### src/rtl/rca_ft_pkg.sv
// rca_ft_pkg: shared constants and types for the ripple-carry adder
// checker slice (state encoding, MISR taps, window length rule).
package rca_ft_pkg;

    typedef enum logic [1:0] {
        ST_IDLE = 2'd0,
        ST_RUN  = 2'd1,
        ST_DONE = 2'd2
    } state_t;

    localparam logic [7:0] POLY_DEF     = 8'h1D;
    localparam logic [4:0] LEN_ZERO_CNT = 5'd16;
    localparam logic [4:0] ERR_MAX      = 5'd31;

    // len=0 encodes a full 16-vector window
    function automatic logic [4:0] len_to_cnt(input logic [3:0] l);
        return (l == 4'd0) ? LEN_ZERO_CNT : {1'b0, l};
    endfunction

endpackage

### src/rtl/rca_ft_misr.sv
// rca_ft_misr: Galois-style multiple-input signature register folding
// one parallel word per enabled cycle.
import rca_ft_pkg::*;

module rca_ft_misr #(
    parameter int               SIG_W = 8,
    parameter logic [SIG_W-1:0] POLY  = SIG_W'(POLY_DEF)
) (
    input  logic             clk,
    input  logic             init,
    input  logic             clr,
    input  logic             en,
    input  logic [SIG_W-1:0] din,
    output logic [SIG_W-1:0] sig
);
    logic [SIG_W-1:0] r_sig;
    logic [SIG_W-1:0] w_fb;

    assign w_fb = r_sig[SIG_W-1] ? POLY : '0;
    assign sig  = r_sig;

    // shift, fold taps on MSB, absorb the new word
    always_ff @(posedge clk) begin
        if (init || clr) begin
            r_sig <= '0;
        end else if (en) begin
            r_sig <= (r_sig << 1) ^ w_fb ^ din;
        end
    end
endmodule

### config.mk
export PLATFORM = sky130hd
export DESIGN_NAME = rca_ft_misr
export DESIGN_NICKNAME = d
export VERILOG_FILES = /design/src/rtl/rca_ft_pkg.sv /design/src/rtl/rca_ft_misr.sv
export SDC_FILE = /design/constraint.sdc
export NUM_CORES = 1
export LEC_CHECK = 0
export CORE_AREA = 2 2 39 41
export CTS_CLUSTER_SIZE = 10
export DETAILED_ROUTE_END_ITERATION = 7
export DIE_AREA = 0 0 41 43
export HOLD_SLACK_MARGIN = 0.12
export PLACE_DENSITY = 0.73
export SLEW_MARGIN = 10
export SYNTH_ARGS = -nofsm -noshare
export SYNTH_HDL_FRONTEND = slang
export SYNTH_SLANG_ARGS = --single-unit
export TNS_END_PERCENT = 100
### constraint.sdc
create_clock -name clk -period 1.1 [get_ports clk]
set_input_delay 0.11 -clock clk [delete_from_list [all_inputs] [get_ports clk]]
set_output_delay 0.11 -clock clk [all_outputs]
set_load 0.01 [all_outputs]
-- After elaboration in Yosys (flattened, before gate mapping)
Index checks and enable logic that the tools add are counted.
- bitwise logic cells: 2
- reduce and logical (&&, ||, !) cells: 1
- multiplexer cells: 1
- operators by type and width (kind ; count):
    8-bit by 5-bit XOR with 8-bit output ; 1
    8-bit XOR ; 1
    5-bit 2-to-1 mux ; 1
    1-bit logical OR ; 1
- word-level logic and storage cells: 5
- register bits after elaboration: 8
- output and inout bits: 8

-- Depth between registers and ports, before layout
Gate-level depths: netlist of run 1.
- depth after elaboration: 3
- mapped depth: 3

-- Worst setup path before layout of run 1
OpenSTA, ideal clock, no wires.
- kind: reg2reg
- start: register r_sig[7], in the netlist sig[7]
- end: register r_sig[2], in the netlist sig[2]
- slack: 185 ps
- setup time: 69 ps
- cell stages (with the launch flop): 4
- data arrival time: 846 ps
- cell sequence: dfxtp_1 -> and4bb_1 -> mux2i_1 -> o21ai_1
- cells in the longest elaborated chain, start to end: 3
- ends and longest elaborated chain (item ; RTL line ; RTL):
    start: declaration ; rca_ft_misr.sv:16 ; logic [SIG_W-1:0] r_sig;
    start signal: assignment ; rca_ft_misr.sv:27 ; r_sig <= (r_sig << 1) ^ w_fb ^ din;
    5-bit 2-to-1 mux ; rca_ft_misr.sv:19 ; assign w_fb = r_sig[SIG_W-1] ? POLY : '0;
    8-bit by 5-bit XOR with 8-bit output ; rca_ft_misr.sv:27 ;
    8-bit XOR ; rca_ft_misr.sv:27 ;
No other way between the ends.
A chain may end at the register's enable or synchronous reset.

-- Final worst setup path of run 1
- start: input port clr
- end: register r_sig[3], in the netlist sig[3]
- cells in the longest elaborated chain, start to end: 1
- ends and longest elaborated chain (item ; RTL line ; RTL):
    start: declaration ; rca_ft_misr.sv:11 ; input logic clr,
    1-bit logical OR ; rca_ft_misr.sv:24 ; if (init || clr) begin
No other way between the ends.

==> results_dict.tcl, run 1 <==
set metrics [dict create \
    cts.root.buffer_cell "clkbuf_4" \
    core_um2 1380 \
    clkLatencyLatePin_ns 0.25 \
    path_max_fanout 8 \
    critical_path_required_ns 1.22 \
    drc 0 \
    cp_slowest_cell "clkdlybuf4s50_1" \
    timing.clock.skew_ns 0.00209 \
    relSlewSlack_pct 74.5 \
    die_h_um 43 \
    leakage_nw 0.274 \
    yosysWarningCount 0 \
    stdcell_area_um2 672 \
    r2r-start "sig[2]" \
    power_frac_seq_pct 45.6 \
    routabilityCongestion 0.656 \
    pwr-share-comb_pct 22.6 \
    holdCritStartpoint "sig[4]" \
    end_kind "register" \
    worstPathArrival_ns 1.15 \
    synth_nets 52 \
    io_buffers 19 \
    fmax_mhz 975 \
    period_share_pct 93.2 \
    hold_path.class "register to register" \
    drt_iter0_drc 3 \
    critPathKind "input port to register" \
    ys_seq_area_share_pct 36.7 \
    power_density_nw_per_um2 1030 \
    power_uw 692 \
    slew_violations 0 \
    fin_crit_ns 1.03 \
    drtPass1Iterations 2 \
    worstMarginPinSlew_ns 0.382 \
    syn_to_final_growth_pct 53.9 \
    yosys_register_bits 8 \
    cp-start-kind "input port" \
    syn_area_um2 437 \
    hold_buffers 0 \
    outcome "completed" \
    clkPwrFrac_pct 31.8 \
    regToRegSetupSlack_ns 0.16 \
    via_per_inst 4.38 \
    largest_register_ffs 8 \
    setup_viol 0 \
    irDropWorstVdd_uv 312 \
    hpwl_um 661 \
    final_hold_viol_count 0 \
    finalSetupTns_ns 0 \
    drt.antenna.violating_nets 0 \
    wl_per_cell_um 10.3 \
    grt.total_usage_pct 11.3 \
    gr-total-overflow 0 \
    p_sw_share_pct 24.4 \
    netlist_instances 40 \
    cts_buffers 3 \
    num_rows 14 \
    grt_max_degree 9 \
    die_area_um2 1760 \
    cts_tree "done" \
    hold_depth 2 \
    fillCellCount 140 \
    place_area_um2 658 \
    fp.dieW_um 41 \
    r2r_end "sig[3]" \
    drt_wl_total_um 827 \
    crit_chain "clkdlybuf4s50_1 > or2_1 > o21ai_1" \
    avgSynthCellArea_um2 10.9 \
    r2r_cells 3 \
    antenna_cells 0 \
    drv_cap 0 \
    holdPathEnd "sig[4]" \
    htreeDepth 1 \
    antenna_found_initial 0 \
    intPower_uw 523 \
    grt_pass1_vias 324 \
    synth_cell_types 12 \
    clock-sinks 8 \
    p_switching_uw 169 \
    clock_path_buffers 2 \
    io_pins 20 \
    initial_core_util_pct 31.6 \
    max_stage_delay_ns 0.54 \
    grt_first_pass_wirelength_um 1280 \
    drive_gt1_share_pct 21.9 \
    rsz0062_at_grt "no" \
    path_clk_slew_ns 0.05 \
    nets 78 \
    via_count 350 \
]
==> layout by cell type, fill, tap and decap left out, drive strengths merged <==
| cell type | synthesis | final |
|---|---|---|
| or2 | 1 | 1 |
| mux2i | 3 | 3 |
| dfxtp | 8 | 8 |
| dlygate4sd2 | 0 | 8 |
| nor4b | 1 | 1 |
| xnor2 | 8 | 8 |
| and4bb | 1 | 1 |
| clkbuf | 0 | 3 |
| o21ai | 3 | 3 |
| nor2 | 5 | 5 |
| nand2b | 3 | 3 |
| a211oi | 5 | 5 |
| clkdlybuf4s50 | 0 | 11 |
| buf | 2 | 4 |
==> cell usage after synthesis <==
master / n / share of area, %
o21ai_1: 3 / 3.4
or2_1: 1 / 1.4
nand2b_1: 3 / 4.3
a211oi_2: 5 / 14
buf_6: 1 / 2.6
mux2i_1: 3 / 6.9
and4bb_1: 1 / 2.9
nor4b_4: 1 / 5.4
nor2_1: 5 / 4.3
buf_4: 1 / 1.7
dfxtp_1: 8 / 37
xnor2_1: 8 / 16
==> per-stage QoR <==
stage	instances	hold WS [ns]	setup slack, ns	util, %
global route	80	0.522	0.0191	48.6
finish	80	0.483	0.0746	48.6
floorplan	40	0.284	0.185	-
detailed placement	77	0.484	-0.178	47.6
global placement	77	0.478	-0.166	47.6
CTS	80	0.489	0.0703	48.6
==> final cells by class <==
cell class | count | area [um2] | share of cell area, %
repair buffers | 23 | 210 | 31.3
clock buffers | 3 | 22.5 | 3.35
multi-input cells | 30 | 258 | 38.4
well taps | 16 | 20.0 | 2.98
flip-flops and latches | 8 | 161 | 24.0
==> metal layers <==
metal | global-route usage (%) | routed length (um) | vias to the layer above
met4 | 6.00 | 0 | 0
li1 | - | - | 186
met5 | 0 | 0 | -
met3 | 6.28 | 74 | 0
met1 | 12.9 | 372 | 152
met2 | 15.9 | 379 | 12
==> worst max-delay path, delay by kind of cell <==
kind	cells	cell delay, ns
buf+inv	1	0.54
simple gates	1	0.37
compound gates	1	0.13
==> power by group through the flow <==
| stage | logic, mW | clock network [mW] | registers [mW] |
|---|---|---|---|
| after CTS | 0.158 | 0.228 | 0.316 |
| final | 0.156 | 0.220 | 0.316 |
| after floorplan | 0.0759 | 0 | 0.328 |
| after global placement | 0.166 | 0 | 0.322 |
| after global routing | 0.168 | 0.246 | 0.318 |
| after detailed placement | 0.166 | 0 | 0.323 |
==> worst max path at each step <==
| stage | slack [ns] | cells past startpoint | endpoint | from |
|---|---|---|---|---|
| after floorplan | 0.18 | 3 | sig[2] | sig[7] |
| after global placement | -0.17 | 3 | sig[2] | clr |
| after detailed placement | -0.18 | 3 | sig[3] | clr |
| after CTS | 0.07 | 3 | sig[3] | clr |
| after global routing | 0.02 | 5 | sig[3] | init |
| final | 0.07 | 3 | sig[3] | clr |
==> repair_timing <==
action                     in CTS  in global routing
hold endpoints to repair        0                  0
buffers inserted                0                  0
resized for setup               9                  0
setup endpoints to repair       8                  0
==> cell families (layout without fill, tap and decap cells) <==
| family | after synthesis | in the layout | share of synthesized area, % |
|---|---|---|---|
| DFF | 8 | 8 | 36.7 |
| muxes | 3 | 3 | 6.88 |
| xor gates and xnor gates | 8 | 8 | 16.0 |
| buffers and inverters | 2 | 26 | 4.30 |
| and+or+nand+nor | 11 | 11 | 18.3 |
| AOI/OAI and AO/OA | 8 | 8 | 17.8 |
Note: power is estimated with default switching activity, not from simulation.
==> run 2: changes to the inputs <==
MAX_ROUTING_LAYER = met4   (was default)
==> run 2 against run 1 <==
Largest cell class unchanged; first-iteration DRC count stayed put; die area stayed put; final area stayed put; clock skew hardly changed; utilization stayed put; sequential cell count stayed put; via count stayed put; clock power hardly changed; sequential power hardly changed; final cell count stayed put.
==> results_dict.tcl, run 2 (same netlist as run 1, synthesis figures left out) <==
set metrics [dict create \
    via_count 350 \
    timing.clock.skew_ns 0.00209 \
    setup_viol 0 \
    period_share_pct 93.2 \
    end_kind "register" \
    drtPass1Iterations 2 \
    syn_to_final_growth_pct 53.9 \
    multi_input_area_um2 258 \
    initial_core_util_pct 31.6 \
    power_frac_seq_pct 45.6 \
    clkPwrFrac_pct 31.8 \
    io_buffers 19 \
    via_per_inst 4.38 \
    max_stage_delay_ns 0.54 \
    mostFrequentLayoutCells "clkdlybuf4s50_1, xnor2_1, dlygate4sd2_1" \
    p_switching_uw 169 \
    num_rows 14 \
    drive_gt1_share_pct 21.9 \
    worstMarginPinSlew_ns 0.382 \
    final_common_cell "clkdlybuf4s50_1" \
    grt_pass1_vias 323 \
    largest_register_ffs 8 \
    io_pins 20 \
    cp.buffers_inverters 1 \
    clock-sinks 8 \
    fmax_mhz 975 \
    power_density_nw_per_um2 1030 \
    crit_chain "clkdlybuf4s50_1 > or2_1 > o21ai_1" \
    fp.dieW_um 41 \
    pwr-share-comb_pct 22.6 \
    core_um2 1380 \
    cts_buffers 3 \
    grt_max_degree 9 \
    fin_util_pct 48.6 \
    antenna_cells 0 \
    outcome "completed" \
    routabilityCongestion 0.662 \
    htreeDepth 1 \
    power_uw 692 \
    path_clk_slew_ns 0.05 \
    leakage_nw 0.274 \
    finalSetupTns_ns 0 \
    drt_iter0_drc 3 \
    final_hold_viol_count 0 \
    cts_tree "done" \
    drt.antenna.violating_nets 0 \
    register_area_um2 161 \
    die_h_um 43 \
    wl_per_cell_um 10.3 \
    whs_ns 0.483 \
    gr-total-overflow 0 \
    relSlewSlack_pct 74.5 \
    drt_wl_total_um 827 \
    die_area_um2 1760 \
    path_max_fanout 8 \
    grt.total_usage_pct 11.5 \
    hpwl_um 661 \
    cp-start-kind "input port" \
    nets 78 \
    antenna_found_initial 0 \
    clock_path_buffers 2 \
    slew_violations 0 \
    grt_first_pass_wirelength_um 1280 \
    critical_path_required_ns 1.22 \
    p_sw_share_pct 24.4 \
    clkLatencyLatePin_ns 0.25 \
    irDropWorstVdd_uv 312 \
    drv_cap 0 \
    drc 0 \
    critPathKind "input port to register" \
    cts.root.buffer_cell "clkbuf_4" \
    cp_slowest_cell "clkdlybuf4s50_1" \
    fin_crit_ns 1.03 \
    rsz0062_at_grt "no" \
    intPower_uw 523 \
    cp_top_family "buffers and inverters" \
    hold_path.class "register to register" \
    fillCellCount 140 \
    worstPathArrival_ns 1.15 \
]
run 2: cell counts in the layout (fill, tap and decap cells not counted):
Identical to the previous run, type by type.
run 2: metrics by stage:
stage / cells / instance area, um2 / setup WS, ns
after floorplan: 40 / 437 / 0.185
after global placement: 77 / 658 / -0.166
after detailed placement: 77 / 658 / -0.178
after CTS: 80 / 672 / 0.0703
after global routing: 80 / 672 / 0.0191
final: 80 / 672 / 0.0745
run 2: power groups by stage:
| stage | Clock, mW | Sequential (mW) | Combinational [mW] |
|---|---|---|---|
| after floorplan | 0 | 0.328 | 0.0759 |
| after global placement | 0 | 0.322 | 0.166 |
| after detailed placement | 0 | 0.323 | 0.166 |
| after CTS | 0.228 | 0.316 | 0.158 |
| after global routing | 0.246 | 0.318 | 0.168 |
| final | 0.220 | 0.316 | 0.156 |
run 2: metal layers:
| layer | part of all wire [%] | GRT usage (%) |
|---|---|---|
| met1 | 45 | 12.9 |
| met2 | 46 | 15.9 |
| met3 | 9.1 | 6.28 |
| met4 | 0 | 6.00 |
| met5 | 0 | - |
run 2: worst paths after layout:
| path | start | to | slack, ns | cells after the start |
|---|---|---|---|---|
| worst max-delay path | clr | sig[3] | 0.07 | 3 |
| worst min-delay path | sig[4] | sig[4] | 0.48 | 2 |
| worst max register to register | sig[2] | sig[3] | 0.16 | 3 |
| worst min register to register | sig[4] | sig[4] | 0.48 | 2 |
run 2: what timing repair did:
item,CTS,global route
setup endpoints to repair,8,0
resized for setup,9,0
hold buffers,0,0
buffers inserted,0,0
run 2: worst min-delay path: cells and delay by family, from the launching register on:
kind | cells | cell delay [ns]
simple gates | 1 | 0.07
flops | 1 | 0.32
compound gates | 1 | 0.05
run 2: layout make-up:
cell class                      instances  area share [%]
Tap cell                               16            2.98
Clock buffer                            3            3.35
Timing Repair Buffer                   23            31.3
Multi-Input combinational cell         30            38.4
Sequential cell                         8            24.0
==> run 3: changes to the inputs <==
MAX_ROUTING_LAYER = default   (was met4)
==> results of run 3 <==
No change in the layout: final DEF, timing and power equal those of run 1.
